==> src/rtl/uart_tx_ctrl.sv <==
// Buffered 8N1 UART transmitter: a small byte FIFO feeding a start/data/stop
// frame sequencer with a fixed bit period and a registered serial output.
module uart_tx_ctrl #(
    parameter int unsigned CLKS_PER_BIT = 868,
    parameter int unsigned FIFO_AW      = 4
) (
    input  logic               clk_i,
    input  logic               rst_i,
    input  logic               wr_valid_i,
    input  logic [7:0]         wr_data_i,
    output logic               wr_ready_o,
    input  logic               tx_en_i,
    output logic [FIFO_AW:0]   level_o,
    output logic               empty_o,
    output logic               busy_o,
    output logic               uart_tx_o
);

    localparam int unsigned Depth = 2 ** FIFO_AW;
    localparam int unsigned BaudW = (CLKS_PER_BIT > 2) ? $clog2(CLKS_PER_BIT) : 1;
    localparam logic [FIFO_AW:0] FullCount = (FIFO_AW + 1)'(Depth);
    localparam logic [BaudW-1:0] BaudLast  = BaudW'(CLKS_PER_BIT - 1);

    typedef enum logic [1:0] {
        StIdle,
        StStart,
        StData,
        StStop
    } state_e;

    // FIFO storage and bookkeeping
    logic [7:0]         mem_q [Depth];
    logic [FIFO_AW-1:0] wr_ptr_q, wr_ptr_d;
    logic [FIFO_AW-1:0] rd_ptr_q, rd_ptr_d;
    logic [FIFO_AW:0]   count_q, count_d;
    logic               full;
    logic               empty;
    logic               push;
    logic               pop;
    logic [7:0]         head;

    // Frame sequencer
    state_e             state_q, state_d;
    logic [BaudW-1:0]   baud_q, baud_d;
    logic [2:0]         bit_idx_q, bit_idx_d;
    logic [7:0]         shift_q, shift_d;
    logic               tx_q, tx_d;
    logic               baud_last;

    assign full       = (count_q == FullCount);
    assign empty      = (count_q == '0);
    assign push       = wr_valid_i && !full;
    assign head       = mem_q[rd_ptr_q];
    assign baud_last  = (baud_q == BaudLast);

    assign wr_ready_o = !full;
    assign level_o    = count_q;
    assign empty_o    = empty;
    assign busy_o     = (state_q != StIdle);
    assign uart_tx_o  = tx_q;

    always_comb begin
        wr_ptr_d = wr_ptr_q;
        rd_ptr_d = rd_ptr_q;
        count_d  = count_q;
        if (push) begin
            wr_ptr_d = wr_ptr_q + FIFO_AW'(1);
        end
        if (pop) begin
            rd_ptr_d = rd_ptr_q + FIFO_AW'(1);
        end
        unique case ({push, pop})
            2'b10:   count_d = count_q + (FIFO_AW + 1)'(1);
            2'b01:   count_d = count_q - (FIFO_AW + 1)'(1);
            default: count_d = count_q;
        endcase
    end

    always_ff @(posedge clk_i) begin
        if (push) begin
            mem_q[wr_ptr_q] <= wr_data_i;
        end
    end

    // tx_d is computed for the state being entered so the line changes on the
    // same edge as the state and stays a clean register output.
    always_comb begin
        state_d   = state_q;
        baud_d    = baud_q;
        bit_idx_d = bit_idx_q;
        shift_d   = shift_q;
        tx_d      = tx_q;
        pop       = 1'b0;

        unique case (state_q)
            StIdle: begin
                tx_d = 1'b1;
                if (tx_en_i && !empty) begin
                    pop     = 1'b1;
                    shift_d = head;
                    baud_d  = '0;
                    state_d = StStart;
                    tx_d    = 1'b0;
                end
            end
            StStart: begin
                if (baud_last) begin
                    baud_d    = '0;
                    bit_idx_d = 3'd0;
                    state_d   = StData;
                    tx_d      = shift_q[0];
                end else begin
                    baud_d = baud_q + BaudW'(1);
                end
            end
            StData: begin
                if (baud_last) begin
                    baud_d = '0;
                    if (bit_idx_q == 3'd7) begin
                        state_d = StStop;
                        tx_d    = 1'b1;
                    end else begin
                        shift_d   = {1'b0, shift_q[7:1]};
                        bit_idx_d = bit_idx_q + 3'd1;
                        tx_d      = shift_q[1];
                    end
                end else begin
                    baud_d = baud_q + BaudW'(1);
                end
            end
            StStop: begin
                if (baud_last) begin
                    baud_d = '0;
                    if (tx_en_i && !empty) begin
                        pop     = 1'b1;
                        shift_d = head;
                        state_d = StStart;
                        tx_d    = 1'b0;
                    end else begin
                        state_d = StIdle;
                        tx_d    = 1'b1;
                    end
                end else begin
                    baud_d = baud_q + BaudW'(1);
                end
            end
            default: begin
                state_d = StIdle;
                tx_d    = 1'b1;
            end
        endcase
    end

    always_ff @(posedge clk_i) begin
        if (rst_i) begin
            wr_ptr_q  <= '0;
            rd_ptr_q  <= '0;
            count_q   <= '0;
            state_q   <= StIdle;
            baud_q    <= '0;
            bit_idx_q <= 3'd0;
            shift_q   <= 8'h00;
            tx_q      <= 1'b1;
        end else begin
            wr_ptr_q  <= wr_ptr_d;
            rd_ptr_q  <= rd_ptr_d;
            count_q   <= count_d;
            state_q   <= state_d;
            baud_q    <= baud_d;
            bit_idx_q <= bit_idx_d;
            shift_q   <= shift_d;
            tx_q      <= tx_d;
        end
    end

endmodule

==> config.mk <==
export PLATFORM = sky130hd
export DESIGN_NAME = uart_tx_ctrl
export DESIGN_NICKNAME = d
export VERILOG_FILES = /design/src/rtl/uart_tx_ctrl.sv
export SDC_FILE = /design/constraint.sdc
export NUM_CORES = 1
export LEC_CHECK = 0
export BUFFER_PORTS_ARGS = -buffer_cell sky130_fd_sc_hd__buf_4
export CAP_MARGIN = 20
export CORE_MARGIN = 4
export CORE_UTILIZATION = 65
export CTS_CLUSTER_SIZE = 25
export DETAILED_ROUTE_END_ITERATION = 16
export PLACE_DENSITY = 0.92
export SYNTH_ARGS = -nofsm -noshare
export SYNTH_HDL_FRONTEND = slang
export SYNTH_SLANG_ARGS = --single-unit
==> constraint.sdc <==
create_clock -name clk_i -period 5.52 [get_ports clk_i]
set_input_delay 0.828 -clock clk_i [delete_from_list [all_inputs] [get_ports clk_i]]
set_output_delay 0.828 -clock clk_i [all_outputs]
set_load 0.02 [all_outputs]
==> results.yml, run 1 <==
sta:
  fin_setup_tns_ps: 0
  relSlewSlack: 0.295
  holdWs_ps: 465
  fin_ws_ps: 1790
  drv_slew: 0
  hold_viol: 0
  tightest_slew_ps: 1060
  period_minus_slack_ps: 3730
  final.period_utilization: 0.677
  clock-skew-final_ps: 11.8
  max_freq_mhz: 268
  setup_violations: 0
  grt_setup_unrepaired: "no"
floorplanning:
  die_y_um: 115
  die_x_um: 115
  io_pins: 21
  core-area_um2: 11000
  start_util: 0.674
  die_area_um2: 13200
  rows: 38
clocking:
  clk_pin_slew_ps: 70
  ctsHtreeMaxLevel: 4
  ctsHoldBuffers: 0
  cts_made_buffers: 17
  cts_sinks: 169
  clk_latency_ps: 420
  cts_tree: "done"
  post_cts_buffers: 0
  clockRootBuffer: "clkbuf_16"
  cts_resized: 0
  cts_buffer_depth: 2
synth:
  synth_edf_count: 128
  syn_avg_cell_area_um2: 14.4
  yosysWarnings: 0
  synth_top_flop_cell: "edfxtp_1"
  ys_ff_latch: 169
  synthArstFlopShare: 0
  syn-cell-area_um2: 7440
  synth_nets: 544
  ys_seq_area_frac: 0.627
  syn_inst: 516
  yosysUniqueCellTypes: 61
place:
  dp_worst_setup_slack_ps: 1810
  dpl.hpwl_mm: 9.93
  gp_congestion: 0.925
  dp_cells: 654
  port_buffers: 20
final_layout:
  layout-drive-gt1-share: 0.225
  final_util: 0.748
  num_antenna_cells: 0
  final_common_cell: "edfxtp_1"
  area_growth_pct: 11.0
  nets: 561
  final_cell_mix: "edfxtp_1 (128), nor2_1 (54), dfxtp_1 (40), mux2_2 (26), buf_4 (25)"
  final_cells: 686
flow_run:
  maxCapViolations: 0
setup_path:
  cp.required_ps: 5830
  path_cells: "nor3_1, a41oi_1, nor3_4, ha_1, xor2_1, ha_1, nand2b_1, a22o_1, a22o_1, a211oi_1, mux2_2"
  max_stage_delay_ps: 500
  crit_path_max_fanout: 13
  crit_type: "reg2reg"
  arrival_ps: 4040
  crit_path_end_kind: "flip-flop"
  crit_slowest_cell: "nor3_1"
  r2r_slack_ps: 1790
  worstSetupStartpointType: "flip-flop"
global_route:
  grt_util_all_layers: 0.257
  grt_pass1_wl_mm: 25.1
  antenna_found_initial: 0
  grt_pass1_vias: 4483
  grt.overflow.total: 0
  grt_max_degree: 42
detailed_routing:
  route.vias.total: 4512
  wl_per_cell_um: 22.9
  drt_pass1_iterations: 6
  dr.first_iter.drc_count: 816
  wirelength_mm: 15.7
  drt-vias-per-instance: 6.58
  postRouteAntennaNets: 0
  drc: 0
power:
  cellPowerDensity_nw_per_um2: 428
  p_leak_uw: 0.00272
  pwr-share-clk: 0.330
  peakVddDrop_v: 0.000424
  switching_share: 0.310
  seq_power_share: 0.435
  p_switching_uw: 1090
  combPwrFrac: 0.235
  internal-power_uw: 2440
min_path:
  min_path_type: "reg2reg"
run_status:
  outcome: "completed"
critical path: cells and delay by family, from the launching register on:
kind | cells | cell delay, ps
AO/OA/AOI/OAI | 4 | 1030
multiplexers | 1 | 360
adder cells (fa/ha/maj) | 2 | 710
AND/OR/NAND/NOR | 3 | 950
flip-flops | 1 | 360
XOR/XNOR | 1 | 210
power groups by stage:
stage	registers, uW	logic [uW]	clock network, uW
final	1540	830	1170
after global routing	1540	902	1240
after floorplan	1540	635	0
after detailed placement	1560	812	0
after CTS	1530	826	1170
after global placement	1550	777	0
layer usage:
metal,vias up,track usage,wire (um),part of all wire
met4,0,0.0876,399,0.025
met1,2236,0.329,6130,0.39
met5,-,0,0,0
li1,1995,-,-,-
met2,241,0.421,7910,0.50
met3,40,0.0779,1240,0.079
cells by family (layout without fill, tap and decap cells):
| logic type | after synthesis | after routing | share of synthesized area |
|---|---|---|---|
| mux | 59 | 59 | 0.121 |
| simple gates | 131 | 131 | 0.0929 |
| xor+xnor | 17 | 17 | 0.0200 |
| buf+inv | 47 | 77 | 0.0279 |
| fa+ha+maj | 16 | 16 | 0.0269 |
| compound gates | 77 | 77 | 0.0840 |
| flops | 169 | 169 | 0.627 |
flip-flops by register name, summed over array words and instances (netlist names), named ones only:
| signal | count |
|---|---|
| uart_tx_o | 1 |
| rd_ptr_q | 4 |
| shift_q | 8 |
| bit_idx_q | 3 |
| baud_q | 10 |
| level_o | 5 |
| mem_q | 128 |
| wr_ptr_q | 4 |
| state_q | 2 |
cells in the mapped netlist, types with 4 or more instances:
| cell | instances | share of area |
|---|---|---|
| dfxtp_1 | 41 | 0.11 |
| mux4_2 | 22 | 0.067 |
| nand3_1 | 5 | 0.0034 |
| ha_1 | 16 | 0.027 |
| mux2_2 | 26 | 0.039 |
| inv_1 | 20 | 0.010 |
| nand2_1 | 19 | 0.0096 |
| clkbuf_1 | 12 | 0.0061 |
| mux2i_1 | 10 | 0.013 |
| a2111oi_0 | 4 | 0.0047 |
| buf_2 | 7 | 0.0047 |
| xnor2_1 | 12 | 0.014 |
| nand2b_1 | 9 | 0.0076 |
| o21ai_0 | 9 | 0.0061 |
| edfxtp_1 | 128 | 0.52 |
| nor3_1 | 14 | 0.0094 |
| buf_1 | 4 | 0.0020 |
| nor2_1 | 54 | 0.027 |
| xor2_1 | 5 | 0.0059 |
| o22ai_1 | 14 | 0.012 |
| and2_1 | 4 | 0.0034 |
| a21oi_1 | 11 | 0.0074 |
| a211oi_1 | 13 | 0.013 |
per-stage QoR:
stage | power, uW | instance area (um2)
finish | 3530 | 8250
global route | 3690 | 8250
CTS | 3530 | 8250
detailed placement | 2370 | 7670
global placement | 2330 | 7670
floorplan | 2170 | 7440
path summary, 6_finish.rpt:
kind	start	endpoint	cells after the start
hold / removal	shift_q[0]	shift_q[0]	2
setup / recovery	baud_q[2]	level_o[4]	11
hold reg to reg	shift_q[0]	shift_q[0]	2
setup reg to reg	baud_q[2]	level_o[4]	11
area by class of cell:
cell class	count	area, um2
Clock buffer	17	425
Clock inverter	15	160
Fill cell	612	2780
Inverter	20	75.1
Multi-Input combinational cell	300	2560
Sequential cell	169	4670
Tap cell	140	175
Timing Repair Buffer	25	188
Power figures use the tool's default switching activity.
==> run 2: changes to the inputs <==
ABC_AREA = 1   (was unset)
CORE_UTILIZATION = 62   (was 65)
PLACE_DENSITY = 0.88   (was 0.92)
clock period = 3.46 ns   (was 5.52 ns; I/O delays follow)
==> results.yml, run 2 <==
global_route:
  antenna_found_initial: 0
  grt.overflow.total: 0
  grt_max_degree: 65
  grt_pass1_wl_mm: 26.5
  grt_pass1_vias: 5196
  grt_util_all_layers: 0.261
power:
  cellPowerDensity_nw_per_um2: 793
  peakVddDrop_v: 0.000742
  p_total_uw: 6380
  p_leak_uw: 0.00288
final_layout:
  final_cell_mix: "edfxtp_1 (128), nor2_1 (120), o21ai_0 (89), nand2_1 (63), dfxtp_1 (40)"
  layout-drive-gt1-share: 0.118
  nets: 716
  final_cells: 844
  largest_reg_flops: 128
  layout.area.seq_um2: 4670
  regMostFlops: "mem_q"
  multi_input_area_um2: 2250
  area_growth_pct: 11.8
  fillCellCount: 732
  final_common_cell: "edfxtp_1"
  num_antenna_cells: 0
  reg_top3: "mem_q x128, baud_q x10, shift_q x8"
  final_util: 0.707
synth:
  synth_edf_count: 128
  synth_nets: 698
  synth_most_common_cell: "edfxtp_1"
  syn_inst: 670
  yosysUniqueCellTypes: 39
  synthArstFlopShare: 0
  yosysWarnings: 0
  syn_avg_cell_area_um2: 10.7
  yosysTopAreaCell: "edfxtp_1"
  synth_top_area_frac: 0.535
  synth_top_flop_cell: "edfxtp_1"
  syn-cell-area_um2: 7190
  ys_ff_latch: 169
  ys_top_cells_by_count: "edfxtp_1 (128), nor2_1 (120), o21ai_0 (89)"
  ys_seq_area_frac: 0.649
  ys_top_cells_by_area: "edfxtp_1 (53%), dfxtp_1 (11%), nor2_1 (6.3%)"
clocking:
  post_cts_buffers: 0
  clk_pin_slew_ps: 60
  ctsHtreeMaxLevel: 4
  cts_resized: 0
  cts_sinks: 169
  clockRootBuffer: "clkbuf_16"
  ctsHoldBuffers: 0
  clk_latency_ps: 430
  cts_tree: "done"
  cts_made_buffers: 17
  cts_buffer_depth: 2
setup_path:
  crit_path_frequent_cell: "inv_1"
  worstSetupStartpointType: "flip-flop"
  crit_path_end_kind: "flip-flop"
  path_cells: "inv_1, ha_1, nor2_2, nand2_2, inv_1, ha_1, xor2_1, ha_1, inv_1, nand2_1, nand2_1, nand3_1, nand3_1, nand2_1, inv_1"
  crit_type: "reg2reg"
  max_stage_delay_ps: 420
  crit_slowest_cell: "dfxtp_1"
  cp.required_ps: 3780
  crit_path_max_fanout: 6
  arrival_ps: 2910
floorplanning:
  core-area_um2: 11400
  io_pins: 21
  die_area_um2: 13400
  die_x_um: 116
  start_util: 0.632
  rows: 39
  die_y_um: 116
sta:
  tightest_slew_ps: 843
  grt_setup_unrepaired: "no"
  clock-skew-final_ps: 9.74
  fin_ws_ps: 877
  period_minus_slack_ps: 2580
  setup_violations: 0
  hold_viol: 0
  relSlewSlack: 0.438
  final.period_utilization: 0.747
  fin_setup_tns_ps: 0
  max_freq_mhz: 387
  drv_slew: 0
place:
  port_buffers: 20
  dp_cells: 812
  dpl.hpwl_mm: 10.2
  dp_worst_setup_slack_ps: 913
  gp_congestion: 0.915
detailed_routing:
  route.vias.total: 5264
  drc: 0
  dr.first_iter.drc_count: 762
  drt_pass1_iterations: 5
  wirelength_mm: 16.4
  wl_per_cell_um: 19.5
  postRouteAntennaNets: 0
  drt-vias-per-instance: 6.24
flow_run:
  maxCapViolations: 0
min_path:
  min_path_type: "in2reg"
run_status:
  outcome: "completed"
==> run 2: changes by cell type in the layout (fill, tap and decap cells not counted), moves of 18 or more <==
cell	change
o221ai_1	+18
nor2_1	+66
nand3_1	+19
o21ai_0	+80
mux4_2	-22
mux2_2	-26
nand2_1	+44
a21oi_1	+19
==> run 2: cell type report <==
cell class / instances / area share
clock buffer: 21 / 0.0598
clock inverter: 11 / 0.0137
inverter: 44 / 0.0209
multi-input combinational: 431 / 0.280
sequential: 169 / 0.580
tap: 143 / 0.0223
timing repair buffer: 25 / 0.0233
==> run 2: logic make-up (layout without fill, tap and decap cells) <==
group / count (synthesis) / count (layout) / share of synthesized area
flops: 169 / 169 / 0.649
buf+inv: 70 / 101 / 0.0383
xor+xnor: 6 / 6 / 0.00731
fa+ha+maj: 16 / 16 / 0.0278
simple gates: 245 / 245 / 0.147
compound gates: 164 / 164 / 0.130
==> run 2: critical path: cells and delay by family, from the launching register on <==
family,cells,cell delay [ps]
flops,1,420
buf+inv,4,320
simple gates,7,690
fa+ha+maj,3,810
xor+xnor,1,220
==> run 2: per-layer routing <==
layer	track usage	wire (um)	up-vias
li1	-	-	2417
met1	0.344	6480	2562
met2	0.435	8390	251
met3	0.0574	1260	34
met4	0.0889	293	0
met5	0	0	-
==> run 2: final timing paths <==
check              from          to  slack (ps)  cells past startpoint
max          state_q[0]  level_o[4]         880                     15
min reg2reg  shift_q[7]  shift_q[7]         490                      2
min               rst_i  shift_q[0]         380                      2
max reg2reg  state_q[0]  level_o[4]         880                     15
==> run 2: power breakdown <==
group,leakage (uW),switching [uW],internal (uW),total (uW)
registers,0.00149,123,2350,2470
clock network,0.000271,788,1080,1860
logic,0.00112,1410,636,2040
total,0.00288,2320,4060,6380
==> run 2: stage by stage <==
stage / area (um2) / hold slack (ps)
2_1_floorplan: 7190 / 444
3_3_place_gp: 7450 / 452
3_5_place_dp: 7450 / 460
4_1_cts: 8040 / 352
5_1_grt: 8040 / 388
6_report: 8040 / 378
==> run 3: changes to the inputs <==
clock period = 2.7 ns   (was 3.46 ns; I/O delays follow)
==> results.yml, run 3 (synthesis results as in run 2) <==
floorplanning:
  die_y_um: 116
  die_x_um: 116
  io_pins: 21
  rows: 39
  start_util: 0.632
  die_area_um2: 13400
  core-area_um2: 11400
sta:
  grt_setup_unrepaired: "no"
  relSlewSlack: 0.643
  fin_ws_ps: 216
  final.period_utilization: 0.920
  tightest_slew_ps: 536
  period_minus_slack_ps: 2480
  max_freq_mhz: 403
  holdWs_ps: 284
  drv_slew: 0
  clock-skew-final_ps: 4.77
  setup_violations: 0
  hold_viol: 0
  fin_setup_tns_ps: 0
detailed_routing:
  routed.top_layer: "met4"
  wl_met2_mm: 8.54
  wirelength_mm: 16.7
  drc: 0
  drt_pass1_iterations: 6
  drt-vias-per-instance: 6.33
  postRouteAntennaNets: 0
  dr.first_iter.drc_count: 671
  route.vias.total: 5450
  met3_length_mm: 1.58
  wl_met1_mm: 6.16
  wl_per_cell_um: 19.4
setup_path:
  max_stage_delay_ps: 360
  critPathCapture: "level_o[4]"
  arrival_ps: 2800
  path_cells: "ha_1, nand2_2, nor2_4, nand4_1, nand2_1, nand2_2, inv_2, ha_4, xor2_1, ha_1, inv_1, nand2_1, nand2_1, nand3_1, nand3_1, nand2_1, inv_1"
  r2r_slack_ps: 220
  crit_path_end_kind: "flip-flop"
  startpoint: "baud_q[0]"
  crit_path_frequent_cell: "nand2_1"
  crit_slowest_cell: "dfxtp_1"
  cp.required_ps: 3020
  r2r_end: "level_o[4]"
  crit_path_max_fanout: 5
  crit_type: "reg2reg"
  r2r-start: "baud_q[0]"
  worstSetupStartpointType: "flip-flop"
  ff2ff_path_depth: 17
clocking:
  clockRootBuffer: "clkbuf_16"
  cts_buffer_depth: 2
  clk_latency_ps: 420
  ctsHoldBuffers: 0
  cts_resized: 0
  cts_tree: "done"
  clk_pin_slew_ps: 60
  cts_sinks: 169
  cts_made_buffers: 17
  post_cts_buffers: 0
  ctsHtreeMaxLevel: 4
final_layout:
  fin_area_um2: 8190
  final_cell_mix: "edfxtp_1 (128), nor2_1 (120), o21ai_0 (89), nand2_1 (63), buf_4 (44)"
  num_antenna_cells: 0
  nets: 735
  layout-drive-gt1-share: 0.138
  reg_top3: "mem_q x128, baud_q x10, shift_q x8"
  final_common_cell: "edfxtp_1"
  largest_reg_flops: 128
  regMostFlops: "mem_q"
  final_cells: 861
  area_growth_pct: 13.9
global_route:
  grt_max_degree: 45
  grt_util_all_layers: 0.267
  grt.overflow.total: 0
  antenna_found_initial: 0
  grt_pass1_vias: 5371
  grt_pass1_wl_mm: 27.2
place:
  port_buffers: 20
  dp_cells: 831
  placed_cell_area_um2: 7590
  gp_congestion: 0.933
  dp_worst_setup_slack_ps: 137
  dpl.hpwl_mm: 10.5
run_status:
  outcome: "completed"
power:
  peakVddDrop_v: 0.000682
  cellPowerDensity_nw_per_um2: 1010
  p_leak_uw: 0.00298
flow_run:
  maxCapViolations: 0
min_path:
  min_path_type: "in2reg"
[run 3: cell types whose count changed in the layout (fill, tap and decap cells not counted), sizes merged]
cell      delta
bufinv       +2
clkinv       +5
inv          -3
clkbuf       -3
clkinvlp     -3
buf         +19
[run 3: metrics by stage]
step            util  total power, uW
2_1_floorplan      -             4990
3_3_place_gp   0.668             5650
3_5_place_dp   0.668             5790
4_1_cts        0.719             8170
5_1_grt        0.720             8690
6_report       0.720             8240
[run 3: layer usage]
metal / vias up / global-route usage
met3: 61 / 0.0538
met1: 2592 / 0.344
met5: - / 0
li1: 2450 / -
met4: 0 / 0.0928
met2: 347 / 0.456
[run 3: worst min path at each step]
stage / from / to / slack [ps] / depth (start not counted)
finish: rst_i / shift_q[0] / 280 / 2
global placement: shift_q[7] / shift_q[7] / 450 / 2
global route: rst_i / shift_q[0] / 270 / 2
detailed placement: shift_q[7] / shift_q[7] / 460 / 2
floorplan: shift_q[7] / shift_q[7] / 440 / 2
CTS: rst_i / shift_q[0] / 270 / 2
[run 3: critical path: cells and delay by family, from the launching register on]
kind | cells | cell delay (ps)
simple gates | 10 | 1000
fa+ha+maj | 3 | 610
flops | 1 | 360
buf+inv | 3 | 210
xor+xnor | 1 | 210
[run 3: cell type report]
cell class	instances	area, um2
sequential	169	4670
fill	697	3180
multi-input combinational	431	2260
clock buffer	18	429
timing repair buffer	44	330
tap	143	179
inverter	44	168
clock inverter	12	151
[run 3: report_power, final]
| part | internal (uW) | switching [uW] |
|---|---|---|
| logic | 857 | 1790 |
| clock network | 1440 | 943 |
| registers | 3010 | 199 |
| total | 5310 | 2940 |
